## src/rtl/seg_scan_if.sv

```systemverilog
`default_nettype none
// ============================================================================
// seg_scan_if : load/display bus between a controller and seg_scan_driver
// Revision    : 1.0
// ============================================================================
interface seg_scan_if;
  logic [15:0] data_in;
  logic        load;
  logic        blank_en;
  logic        busy;
  logic [3:0]  digit_val;
  logic [7:0]  an;

  modport master (
    output data_in,
    output load,
    output blank_en,
    input  busy,
    input  digit_val,
    input  an
  );

  modport slave (
    input  data_in,
    input  load,
    input  blank_en,
    output busy,
    output digit_val,
    output an
  );
endinterface
`default_nettype wire

```

## src/rtl/seg_scan_driver.sv

```systemverilog
`default_nettype none
// ============================================================================
// seg_scan_driver : 16-bit binary -> 5-digit BCD, multiplexed over 8 anodes
// Revision        : 1.0
// ============================================================================
module seg_scan_driver #(
  parameter int REFRESH_DIV = 100000
) (
  input  logic       clk,
  input  logic       rst_n,
  seg_scan_if.slave  bus
);

  localparam int             PW      = $clog2(REFRESH_DIV);
  localparam logic [PW-1:0]  PS_LAST = PW'(REFRESH_DIV - 1);

  typedef enum logic [1:0] {
    ST_IDLE   = 2'd0,
    ST_SHIFT  = 2'd1,
    ST_COMMIT = 2'd2
  } state_t;

  state_t        state;
  logic [15:0]   bin_sr;
  logic [19:0]   bcd;
  logic [19:0]   bcd_adj;
  logic [19:0]   disp;
  logic [4:0]    iter;
  logic          busy_q;
  logic [PW-1:0] presc;
  logic [2:0]    idx;

  logic [3:0]    nibs [8];
  logic [7:0]    hi_zero;
  logic          slot_blank;

  // Add-3 correction on every BCD nibble ahead of the shift
  generate
    for (genvar k = 0; k < 5; k++) begin : g_adj
      assign bcd_adj[4*k +: 4] = (bcd[4*k +: 4] >= 4'd5) ? (bcd[4*k +: 4] + 4'd3)
                                                          : bcd[4*k +: 4];
    end
  endgenerate

  always_ff @(posedge clk) begin
    if (!rst_n) begin
      state  <= ST_IDLE;
      bin_sr <= '0;
      bcd    <= '0;
      iter   <= '0;
      disp   <= '0;
      busy_q <= 1'b0;
    end else begin
      case (state)
        ST_IDLE: begin
          if (bus.load) begin
            bin_sr <= bus.data_in;
            bcd    <= '0;
            iter   <= '0;
            busy_q <= 1'b1;
            state  <= ST_SHIFT;
          end
        end
        ST_SHIFT: begin
          {bcd, bin_sr} <= {bcd_adj, bin_sr} << 1;
          iter          <= iter + 5'd1;
          if (iter == 5'd15) begin
            state <= ST_COMMIT;
          end
        end
        ST_COMMIT: begin
          disp   <= bcd;
          busy_q <= 1'b0;
          state  <= ST_IDLE;
        end
        default: begin
          busy_q <= 1'b0;
          state  <= ST_IDLE;
        end
      endcase
    end
  end

  assign bus.busy = busy_q;

  always_ff @(posedge clk) begin
    if (!rst_n) begin
      presc <= '0;
      idx   <= '0;
    end else if (presc == PS_LAST) begin
      presc <= '0;
      idx   <= (idx == 3'd4) ? 3'd0 : idx + 3'd1;
    end else begin
      presc <= presc + 1'b1;
    end
  end

  // Slots 5..7 are padded so a 3-bit index never selects out of range
  generate
    for (genvar k = 0; k < 8; k++) begin : g_slot
      if (k < 5) begin : g_live
        assign nibs[k]    = disp[4*k +: 4];
        assign hi_zero[k] = ~|(disp >> (4*k));
      end else begin : g_pad
        assign nibs[k]    = 4'h0;
        assign hi_zero[k] = 1'b0;
      end
    end
  endgenerate

  assign slot_blank    = bus.blank_en && (idx != 3'd0) && hi_zero[idx];
  assign bus.digit_val = slot_blank ? 4'hF : nibs[idx];
  assign bus.an        = ~(8'h01 << idx);

endmodule
`default_nettype wire

```

## src/flat_wrapper.sv

```systemverilog
// flat-port wrapper written by rule: the top's interface ports become plain ports
module seg_scan_driver_flat 
#(
  parameter int REFRESH_DIV = 100000
)
  (clk, rst_n, bus_data_in, bus_load, bus_blank_en, bus_busy, bus_digit_val, bus_an);
  seg_scan_if bus_i ();
  input  logic clk;
  input  logic rst_n;
  input wire logic [$bits(bus_i.data_in)-1:0] bus_data_in;
  input wire logic [$bits(bus_i.load)-1:0] bus_load;
  input wire logic [$bits(bus_i.blank_en)-1:0] bus_blank_en;
  output wire logic [$bits(bus_i.busy)-1:0] bus_busy;
  output wire logic [$bits(bus_i.digit_val)-1:0] bus_digit_val;
  output wire logic [$bits(bus_i.an)-1:0] bus_an;
  assign bus_i.data_in = bus_data_in;
  assign bus_i.load = bus_load;
  assign bus_i.blank_en = bus_blank_en;
  assign bus_busy = bus_i.busy;
  assign bus_digit_val = bus_i.digit_val;
  assign bus_an = bus_i.an;
  seg_scan_driver #(.REFRESH_DIV(REFRESH_DIV)) u_core (.clk(clk), .rst_n(rst_n), .bus(bus_i));
endmodule
```

## config.mk

```make
export PLATFORM = sky130hd
export DESIGN_NAME = seg_scan_driver_flat
export DESIGN_NICKNAME = d
export VERILOG_FILES = /design/src/rtl/seg_scan_if.sv /design/src/rtl/seg_scan_driver.sv /design/src/flat_wrapper.sv
export SDC_FILE = /design/constraint.sdc
export NUM_CORES = 1
export LEC_CHECK = 0
export BUFFER_PORTS_ARGS = -buffer_cell sky130_fd_sc_hd__buf_4
export CAP_MARGIN = 15
export CORE_ASPECT_RATIO = 0.5
export CORE_UTILIZATION = 35
export DETAILED_ROUTE_END_ITERATION = 7
export GPL_TIMING_DRIVEN = 1
export PLACE_DENSITY_LB_ADDON = 0.08
export SKIP_CTS_REPAIR_TIMING = 1
export SLEW_MARGIN = 20
export SYNTH_ARGS = -nofsm -noshare
export SYNTH_HDL_FRONTEND = slang
export SYNTH_SLANG_ARGS = --single-unit
```

## constraint.sdc

```tcl
create_clock -name clk -period 2.2 [get_ports clk]
set_input_delay 0.44 -clock clk [delete_from_list [all_inputs] [get_ports clk]]
set_output_delay 0.44 -clock clk [all_outputs]
set_load 0.01 [all_outputs]
```

==> implementation parameters <==
Parameter                              Value

GRT
  GRT Resource Usage Total ... 0.169
  Antenna violations before repair ... 0
  Pin count of the biggest net entering global routing ... 55
  Overflow left after global routing ... 0
  First-pass GRT wire length ... 16.0 mm
  Number of global-route vias before repair ... 3,242

Power
  Internal power of the cells ... 2.51 mW
  Power density relative to cell area ... 675 nW/um2
  Reg power frac ... 0.487
  Share of power burned in combinational logic ... 0.048
  Pleak ... 1.70 nW
  Max VDD drop ... 324 uV
  Switching power ... 709 uW
  Relative contribution of the clock network to total power ... 0.465
  Sw Share ... 0.220

Yosys
  Synth async-reset ratio ... 0
  Top-area cell type share of the netlist area ... 0.422
  Number of synthesized register bits ... 84
  Sequential fraction of the synthesis area ... 0.422
  Area of the mapped netlist ... 3990 um2
  Post-synth top flop ... sky130_fd_sc_hd__dfxtp_1
  Count leader, synth ... sky130_fd_sc_hd__dfxtp_1
  Yosys warnings ... 0
  Cells taking the most area after synthesis ... sky130_fd_sc_hd__dfxtp_1, sky130_fd_sc_hd__nand2_1, sky130_fd_sc_hd__ha_1
  Post-synthesis cell type with the largest combined area ... sky130_fd_sc_hd__dfxtp_1
  Net count after synthesis ... 515
  Cell variety after synth ... 46
  Cells after Synth ... 476
  Commonest cells in the netlist ... sky130_fd_sc_hd__dfxtp_1, sky130_fd_sc_hd__nand2_1, sky130_fd_sc_hd__a21oi_1, sky130_fd_sc_hd__o21ai_0, sky130_fd_sc_hd__nor2_1
  Number of synthesized flops with an enable pin ... 0
  Synthesized area per cell ... 8.37 um2

Placement
  I/O Buffers ... 32
  Detailed-placement wirelength estimate ... 6.20 mm
  Post-placement setup slack ... 0.238 ns
  Last weighted congestion value of the routability-driven placer ... 0.771
  DP Area ... 4410 um2

Routing
  DRC viols ... 0
  Routed wire length per instance ... 14.0 um
  Antenna viol nets, final ... 0
  Vias after detailed routing ... 3,298
  Via density ... 4.98
  Pre-Repair DR Iteration Count ... 4
  DR iter-0 viols ... 203
  Wirelength, routed ... 9.25 mm

Floorplan
  Cell Rows ... 27
  Die span in y ... 77.5 um
  Die outline area ... 11,800 um2
  Core box area ... 11,000 um2
  IO Count ... 33
  Horizontal die dimension ... 153 um
  Effective utilization at floorplan ... 0.361

Timing
  Final total negative setup slack ... -0.0911 ns
  Post-route clock skew ... 0.00783 ns
  Final Max Slew Viols ... 0
  Normalized max-slew margin ... 0.606
  Worst Max-Slew Pin Slew ... 0.591 ns
  Unrepaired setup endpoints after global routing ... yes
  Hold WS ... 0.338 ns
  Final cycle utilization of the critical path ... 1.01
  Setup slack of the critical path after layout ... -0.0246 ns
  Minimum clock period ... 2.22 ns
  Fin. Hold Viols ... 0
  Achievable frequency ... 0.450 GHz
  Finish-stage setup viols ... 4

Min path
  Hold_sp ... bus_data_in[0]
  Instance count along the most critical hold path ... 3
  HP Class ... primary input to flop
  Worst hold path endpoint ... u_core.bin_sr[0]$_SDFFE_PN0P_

Critical path
  Register-to-register path setup slack ... 0.35 ns
  Capture instance of the worst register-to-register path ... u_core.presc[15]$_SDFF_PP0_
  Startpoint Class ... flop
  Critical path data arrival time ... 1.78 ns
  Depth of the worst register-to-register path ... 5
  Worst endpoint required time ... 1.76 ns
  Element type at the critical path end ... output port
  Critical Path Fanout Max ... 7
  Start-to-end type of the worst setup path ... flop to output port
  Reg-to-reg critical path startpoint ... u_core.presc[0]$_SDFF_PP0_

Clocking
  H-tree lvl count ... 3
  CTS buffer count ... 9
  CTS Buffer Depth ... 2
  TritonCTS clock tree ... built
  CTS Root Cell ... sky130_fd_sc_hd__clkbuf_16
  TritonCTS Sinks ... 84
  Clock Latency Late Sink ... 0.34 ns
  Register clock-pin slew on the reported worst setup and hold paths ... 0.06 ns

Cells and area
  Ratio of cells with drive above 1 in the final layout ... 0.164
  Utilization after layout ... 0.432
  Antenna fix cells ... 0
  Non-Filler Cell Area, Final ... 4770 um2
  P&R area growth vs syn ... 19.7%
  Final net count ... 552
  Filler instances ... 1,121

Run status
  Run status ... complete, but fails checks
  Failing checks ... setup timing

Run
  Count of max-cap constraint violations ... 0
[worst max-delay path: stages, from the launching register on]
cell,delay [ns]
sky130_fd_sc_hd__dfxtp_4,0.35
sky130_fd_sc_hd__buf_8,0.13
sky130_fd_sc_hd__o311a_1,0.35
sky130_fd_sc_hd__o2111ai_2,0.10
sky130_fd_sc_hd__or3b_1,0.39
sky130_fd_sc_hd__buf_6,0.13
[cell type report]
type | instances | area [um2] | area share
timing repair buffer | 47 | 375 | 0.0786
clock buffer | 11 | 243 | 0.0509
sequential | 84 | 1690 | 0.354
tap | 145 | 181 | 0.0380
inverter | 22 | 82.6 | 0.0173
multi-input combinational | 349 | 2150 | 0.451
clock inverter | 4 | 50.0 | 0.0105
[worst max-delay path by stage]
stage	from	to	depth (start not counted)
floorplan	u_core.idx[1]$_SDFFE_PN0P_	bus_digit_val[0]	6
global placement	bus_blank_en	bus_digit_val[2]	5
detailed placement	u_core.idx[2]$_SDFFE_PN0P_	bus_digit_val[2]	5
CTS	u_core.idx[2]$_SDFFE_PN0P_	bus_digit_val[2]	5
global route	u_core.idx[1]$_SDFFE_PN0P_	bus_digit_val[1]	5
finish	u_core.idx[1]$_SDFFE_PN0P_	bus_digit_val[2]	5
[stage by stage]
stage	total power, mW	cells
4_1_cts	3.27	660
3_3_place_gp	1.76	645
3_5_place_dp	1.76	645
2_1_floorplan	1.69	476
6_report	3.22	662
5_1_grt	3.34	662
[state kept, by name, indices dropped and copies added, names as in the netlist]
| register | flops |
|---|---|
| u_core.bcd | 20 |
| u_core.disp | 20 |
| u_core.presc | 17 |
| u_core.bin_sr | 16 |
| u_core.iter | 5 |
| u_core.idx | 3 |
| u_core.state | 2 |
| u_core.bus.busy | 1 |
[layer usage]
layer	routed length (um)	vias to the layer above	GRT usage
li1	-	1739	-
met2	3830	34	0.261
met4	83	0	0.0455
met1	5040	1516	0.234
met3	290	9	0.0436
met5	0	-	0
[power by group through the flow]
stage / combinational (mW) / sequential, mW / clock [mW]
6_report: 0.154 / 1.57 / 1.50
5_1_grt: 0.175 / 1.57 / 1.60
4_1_cts: 0.158 / 1.57 / 1.54
3_5_place_dp: 0.157 / 1.60 / 0
3_3_place_gp: 0.157 / 1.60 / 0
2_1_floorplan: 0.0892 / 1.60 / 0
[kinds of logic (layout without fill, tap and decap cells)]
group	after synthesis	in the layout	synth area share
adders and majority gates	19	19	0.0596
and+or+nand+nor	179	179	0.219
DFF	84	84	0.422
xor gates and xnor gates	24	24	0.0527
buffers and inverters	43	84	0.0455
AOI/OAI and AO/OA	118	118	0.177
muxes	9	9	0.0239
[layout by cell type (no fill, tap or decap), types with 9 or more instances in the layout]
master | netlist | routed
sky130_fd_sc_hd__nand2_1 | 82 | 82
sky130_fd_sc_hd__dfxtp_1 | 84 | 81
sky130_fd_sc_hd__a21oi_1 | 45 | 45
sky130_fd_sc_hd__buf_4 | 1 | 42
sky130_fd_sc_hd__o21ai_0 | 39 | 38
sky130_fd_sc_hd__nor2_1 | 24 | 24
sky130_fd_sc_hd__inv_1 | 20 | 19
sky130_fd_sc_hd__ha_1 | 19 | 18
sky130_fd_sc_hd__xnor2_1 | 16 | 16
sky130_fd_sc_hd__a22oi_1 | 16 | 16
sky130_fd_sc_hd__nor3_1 | 12 | 12
sky130_fd_sc_hd__nand3_1 | 11 | 11
sky130_fd_sc_hd__clkbuf_16 | 0 | 9
Power figures use the tool's default switching activity.
